===== src/rtl/controller_hub_pkg.sv =====
// Shared types and layout helpers for the controller hub.
// Field i of every pad bus starts at field_lsb(i).
package controller_hub_pkg;

  typedef enum logic [2:0] {
    IDLE,
    LATCH,
    SAMPLE,
    SHIFT,
    COMMIT
  } hub_state_t;

  localparam int FIELD_W = 8;
  localparam int BUS_W   = 2 * FIELD_W;

  function automatic int field_lsb(input int i, input int w = FIELD_W);
    return i * w;
  endfunction

endpackage


===== src/rtl/controller_phase_timer_m.sv =====
// Phase window timer for the pad serial protocol.
// Counts a half-period or full-period window and flags its last cycle.
module controller_phase_timer_m #(
  parameter int CLK_DIV = 4
) (
  input  logic clk,
  input  logic rst,
  input  logic restart,
  input  logic full,
  output logic last
);

  localparam int CW = $clog2(2 * CLK_DIV);
  localparam logic [CW-1:0] HALF_END = CW'(CLK_DIV - 1);
  localparam logic [CW-1:0] FULL_END = CW'(2 * CLK_DIV - 1);

  logic [CW-1:0] cnt;

  // Free-running count, zeroed whenever the FSM opens a new window.
  always_ff @(posedge clk) begin
    if (rst || restart) cnt <= '0;
    else                cnt <= cnt + CW'(1);
  end

  assign last = (cnt == (full ? FULL_END : HALF_END));

endmodule


===== src/rtl/controller_hub.sv =====
// Multi-pad NES-style serial poller with atomic commit
// and sticky pressed flags cleared by CPU read strobes.
module controller_hub
  import controller_hub_pkg::*;
#(
  parameter int NUM_CONTROLLERS = 2,
  parameter int NUM_BUTTONS     = 8,
  parameter int CLK_DIV         = 4
) (
  input  logic                                   cpu_clk,
  input  logic                                   rst,
  input  logic                                   start_fetch,
  output logic                                   controller_latch,
  output logic                                   controller_clk_out,
  input  logic [NUM_CONTROLLERS-1:0]             controller_data_in_B,
  input  logic [NUM_CONTROLLERS-1:0]             clear_pressed,
  output logic [NUM_CONTROLLERS*NUM_BUTTONS-1:0] buttons_out,
  output logic [NUM_CONTROLLERS*NUM_BUTTONS-1:0] pressed_out,
  output logic                                   busy,
  output logic                                   fetch_done
);

  localparam int NC = NUM_CONTROLLERS;
  localparam int NB = NUM_BUTTONS;
  localparam int TW = NC * NB;
  localparam int KW = (NB > 1) ? $clog2(NB) : 1;
  localparam logic [KW-1:0] K_LAST = KW'(NB - 1);

  hub_state_t state, state_d;

  logic [KW-1:0]        k;
  logic                 k_clr, k_inc;
  logic                 restart, full, last;
  logic                 sample_en, commit;
  logic [NB-1:0]        onehot;
  logic [NC-1:0]        bits;
  logic [NC-1:0][NB-1:0] shift, shift_d;
  logic [TW-1:0]        shift_flat, clr_mask;
  logic [TW-1:0]        buttons, pressed;

  controller_phase_timer_m #(
    .CLK_DIV(CLK_DIV)
  ) u_timer (
    .clk    (cpu_clk),
    .rst    (rst),
    .restart(restart),
    .full   (full),
    .last   (last)
  );

  assign bits       = ~controller_data_in_B;
  assign onehot     = NB'(1) << k;
  assign shift_flat = shift;

  for (genvar g = 0; g < NC; g++) begin : g_pad
    assign shift_d[g] = sample_en
      ? ((shift[g] & ~onehot) | (bits[g] ? onehot : '0))
      : shift[g];
    assign clr_mask[field_lsb(g, NB) +: NB] = {NB{clear_pressed[g]}};
  end

  // Next-state and per-state strobes of the poll sequence.
  always_comb begin
    state_d   = state;
    restart   = 1'b0;
    full      = 1'b0;
    k_clr     = 1'b0;
    k_inc     = 1'b0;
    sample_en = 1'b0;
    commit    = 1'b0;
    unique case (state)
      IDLE: begin
        restart = 1'b1;
        if (start_fetch) begin
          state_d = LATCH;
          k_clr   = 1'b1;
        end
      end
      LATCH: begin
        full = 1'b1;
        if (last) begin
          state_d = SAMPLE;
          restart = 1'b1;
        end
      end
      SAMPLE: begin
        if (last) begin
          sample_en = 1'b1;
          restart   = 1'b1;
          state_d   = (k == K_LAST) ? COMMIT : SHIFT;
        end
      end
      SHIFT: begin
        if (last) begin
          state_d = SAMPLE;
          restart = 1'b1;
          k_inc   = 1'b1;
        end
      end
      COMMIT: begin
        commit  = 1'b1;
        restart = 1'b1;
        state_d = IDLE;
      end
      default: state_d = IDLE;
    endcase
  end

  // State, bit index, shift data, committed buttons and sticky flags.
  always_ff @(posedge cpu_clk) begin
    if (rst) begin
      state   <= IDLE;
      k       <= '0;
      shift   <= '0;
      buttons <= '0;
      pressed <= '0;
    end else begin
      state <= state_d;
      if (k_clr)      k <= '0;
      else if (k_inc) k <= k + KW'(1);
      shift <= shift_d;
      if (commit) buttons <= shift_flat;
      pressed <= (pressed & ~clr_mask)
               | (commit ? (shift_flat & ~buttons) : '0);
    end
  end

  // Pad-facing and status outputs registered from the next state.
  always_ff @(posedge cpu_clk) begin
    if (rst) begin
      controller_latch   <= 1'b0;
      controller_clk_out <= 1'b0;
      busy               <= 1'b0;
      fetch_done         <= 1'b0;
    end else begin
      controller_latch   <= (state_d == LATCH);
      controller_clk_out <= (state_d == SHIFT);
      busy               <= (state_d != IDLE);
      fetch_done         <= (state_d == COMMIT);
    end
  end

  assign buttons_out = buttons;
  assign pressed_out = pressed;

endmodule


===== config.mk =====
export PLATFORM = sky130hd
export DESIGN_NAME = controller_hub
export DESIGN_NICKNAME = d
export VERILOG_FILES = /design/src/rtl/controller_hub_pkg.sv /design/src/rtl/controller_phase_timer_m.sv /design/src/rtl/controller_hub.sv
export SDC_FILE = /design/constraint.sdc
export NUM_CORES = 1
export LEC_CHECK = 0
export CORE_AREA = 8 8 87 74
export DETAILED_ROUTE_END_ITERATION = 12
export DIE_AREA = 0 0 95 82
export PLACE_DENSITY = 0.77
export SLEW_MARGIN = 20
export SYNTH_ARGS = -nofsm -noshare
export SYNTH_HDL_FRONTEND = slang
export SYNTH_SLANG_ARGS = --single-unit

===== constraint.sdc =====
create_clock -name cpu_clk -period 2.1 [get_ports cpu_clk]
set_input_delay 0.42 -clock cpu_clk [delete_from_list [all_inputs] [get_ports cpu_clk]]
set_output_delay 0.42 -clock cpu_clk [all_outputs]
set_load 0.01 [all_outputs]

==> impl_metrics.env <==
export IMPL_fin_skew_ns=0.00687
export IMPL_hold_slack_ns=0.450
export IMPL_hold_path_class="reg2reg"
export IMPL_whs_path_depth=1
export IMPL_worst_pin_slew_ns=0.610
export IMPL_min_from="u_timer.cnt[0]$_SDFF_PP0_"
export IMPL_cts_hold_buffers=0
export IMPL_post_drt_wl_per_cell_um=14.9
export IMPL_r2r_end="controller_clk_out$_SDFF_PP0_"
export IMPL_coreArea_mm2=0.00513
export IMPL_drtIter0Drc=141
export IMPL_min_period_ns=1.68
export IMPL_reg2regPathDepth=5
export IMPL_worst_slack_ns=0.420
export IMPL_place_ws_ns=0.369
export IMPL_syn2layout_area_growth_pct=26.6
export IMPL_fmax_mhz=595
export IMPL_cts_buffers=9
export IMPL_clk_latency_ns=0.34
export IMPL_gr_total_overflow=0
export IMPL_drtPass1Iterations=4
export IMPL_rrSetupSlack_ns=0.46
export IMPL_ant_nets=0
export IMPL_synth_main_ff_cell="dfxtp_1"
export IMPL_end_kind="output port"
export IMPL_layout_nets=326
export IMPL_p_per_area_mw_per_mm2=757
export IMPL_syn_inst=272
export IMPL_grt_max_degree=37
export IMPL_start_util_pct=49.2
export IMPL_vias_per_cell=5.43
export IMPL_cap_violations=0
export IMPL_die_w_um=95
export IMPL_antenna_cells=0
export IMPL_final_cell_mix="dfxtp_1 (61), a21oi_1 (41), clkdlybuf4s50_1 (41), nand2_1 (33), nand2b_1 (22)"
export IMPL_dp_hpwl_mm=3.91
export IMPL_clkPwrFrac_pct=48.1
export IMPL_fillers=462
export IMPL_io_buffers=42
export IMPL_tns_ns=0
export IMPL_status="finished clean"
export IMPL_critical_path_max_fanout=3
export IMPL_drive_gt1_share_pct=9.78
export IMPL_cts_root_buffer="clkbuf_8"
export IMPL_antenna_found_initial=0
export IMPL_critPathKind="reg2out"
export IMPL_critPathArrivalTime_ns=1.26
export IMPL_setup_viol=0
export IMPL_synth_cell_area_mm2=0.00253
export IMPL_hold_viol_final=0
export IMPL_path_cells="clkdlybuf4s50_1"
export IMPL_ios=43
export IMPL_die_area_mm2=0.00779
export IMPL_syn_area_per_cell_um2=9.30
export IMPL_max_stage_delay_ns=0.56
export IMPL_post_cts_resized=0
export IMPL_cts_sinks=61
export IMPL_power_report_internal_total_mw=1.93
export IMPL_cts_tree="done"
export IMPL_drc=0
export IMPL_synth_distinct_cells=36
export IMPL_slowest_stage="clkdlybuf4s50_1"
export IMPL_syn_nets=286
export IMPL_vdd_drop_max_v=0.000492
export IMPL_period_share_pct=80.0
export IMPL_pwr_share_comb_pct=3.4
export IMPL_grtUsageTotal_pct=16.0
export IMPL_rows=24
export IMPL_routed_wl_mm=5.71
export IMPL_post_cts_buffers=0
export IMPL_ys_warn_count=0
export IMPL_grt_pass1_vias=2089
export IMPL_via_count=2074
export IMPL_place_gp_congestion=0.824
export IMPL_async_flop_share_pct=0
export IMPL_h_tree_depth=3
export IMPL_slew_violations=0
export IMPL_final_common_cell="dfxtp_1"
export IMPL_min_to="u_timer.cnt[0]$_SDFF_PP0_"
export IMPL_cts_max_path_buffers=2
export IMPL_slew_headroom_pct=59.4
export IMPL_dieHeight_um=82
export IMPL_crit_buf_inv=1
export IMPL_p_switching_uw=494
export IMPL_grt_pass1_wl_mm=9.73
export IMPL_synth_enable_flop_cells=0
export IMPL_sw_frac_of_total_pct=20.4
export IMPL_cts_clk_slew_worst_paths_ns=0.06
export IMPL_power_frac_seq_pct=48.5
export IMPL_crit_family="buffers and inverters"
export IMPL_start_kind="register"
export IMPL_synth_seq_cells=61
export IMPL_rsz0062_at_grt="false"
export IMPL_r2r_start="k[0]$_SDFFE_PP0P_"
export IMPL_cp_required_ns=1.68
export IMPL_p_leak_nw=1.11
export IMPL_seq_area_frac_synth_pct=48.3
==> worst max path at each step <==
stage               depth (start not counted)                            end  slack [ns]                         start
finish                                      1                buttons_out[10]        0.42  buttons_out[10]$_SDFFE_PP0P_
global route                                4                       register        0.33           state[1]$_SDFF_PP0_
CTS                                         1                 buttons_out[2]        0.39   buttons_out[2]$_SDFFE_PP0P_
detailed placement                          4  controller_clk_out$_SDFF_PP0_        0.37                   start_fetch
global placement                            4  controller_clk_out$_SDFF_PP0_        0.45                   start_fetch
floorplan                                   5  controller_clk_out$_SDFF_PP0_        0.62             k[0]$_SDFFE_PP0P_
==> final cells by class <==
cell class | count | area, um^2 | share of cell area [%]
clock inverter | 4 | 70.1 | 2.19
clock buffer | 12 | 155 | 4.85
sequential | 61 | 1220 | 38.1
timing repair buffer | 48 | 460 | 14.4
inverter | 5 | 18.8 | 0.586
multi-input combinational | 187 | 1190 | 37.3
tap | 65 | 81.3 | 2.54
==> synthesized netlist by cell type, drive strengths merged, types with 6 or more instances <==
cell	count	area [um^2]
nand2b	22	138
a31oi	8	50.1
a211oi	6	45.0
nand2	33	124
dfxtp	61	1220
clkbuf	7	26.3
nand3b	16	120
ha	7	87.6
a311oi	6	52.6
mux2i	6	60.1
buf	12	67.6
a21oi	41	205
==> power by group through the flow <==
| stage | Sequential, mW | Clock, mW | Combinational (mW) |
|---|---|---|---|
| after global routing | 1.18 | 1.25 | 0.0894 |
| after detailed placement | 1.20 | 0 | 0.0815 |
| after global placement | 1.20 | 0 | 0.0792 |
| after floorplan | 1.20 | 0 | 0.0507 |
| final | 1.18 | 1.17 | 0.0812 |
| after CTS | 1.18 | 1.20 | 0.0822 |
==> layer usage <==
metal	up-vias	wire length, um	GRT usage (%)	share of wire, %
met1	965	2630	18.2	46
met3	11	421	7.58	7.4
li1	1040	-	-	-
met5	-	0	0	0
met4	0	69	6.53	1.2
met2	58	2590	25.6	45
==> logic make-up (layout without fill, tap and decap cells) <==
group           after synthesis  in the layout  share of synthesized area [%]
xor+xnor                      1              1                          0.346
compound gates               70             70                           16.8
mux                           6              6                           2.38
simple gates                103            103                           24.2
flops                        61             61                           48.3
buf+inv                      24             69                           4.45
fa+ha+maj                     7              7                           3.46
==> metrics by stage <==
stage | utilization [%] | area (um^2) | total power, mW | cells
after floorplan | - | 2530 | 1.25 | 272
after detailed placement | 58.0 | 2980 | 1.28 | 366
final | 62.4 | 3200 | 2.42 | 382
after CTS | 62.4 | 3200 | 2.46 | 382
after global placement | 58.0 | 2980 | 1.28 | 366
after global routing | 62.4 | 3200 | 2.52 | 382
Power figures use the tool's default switching activity.
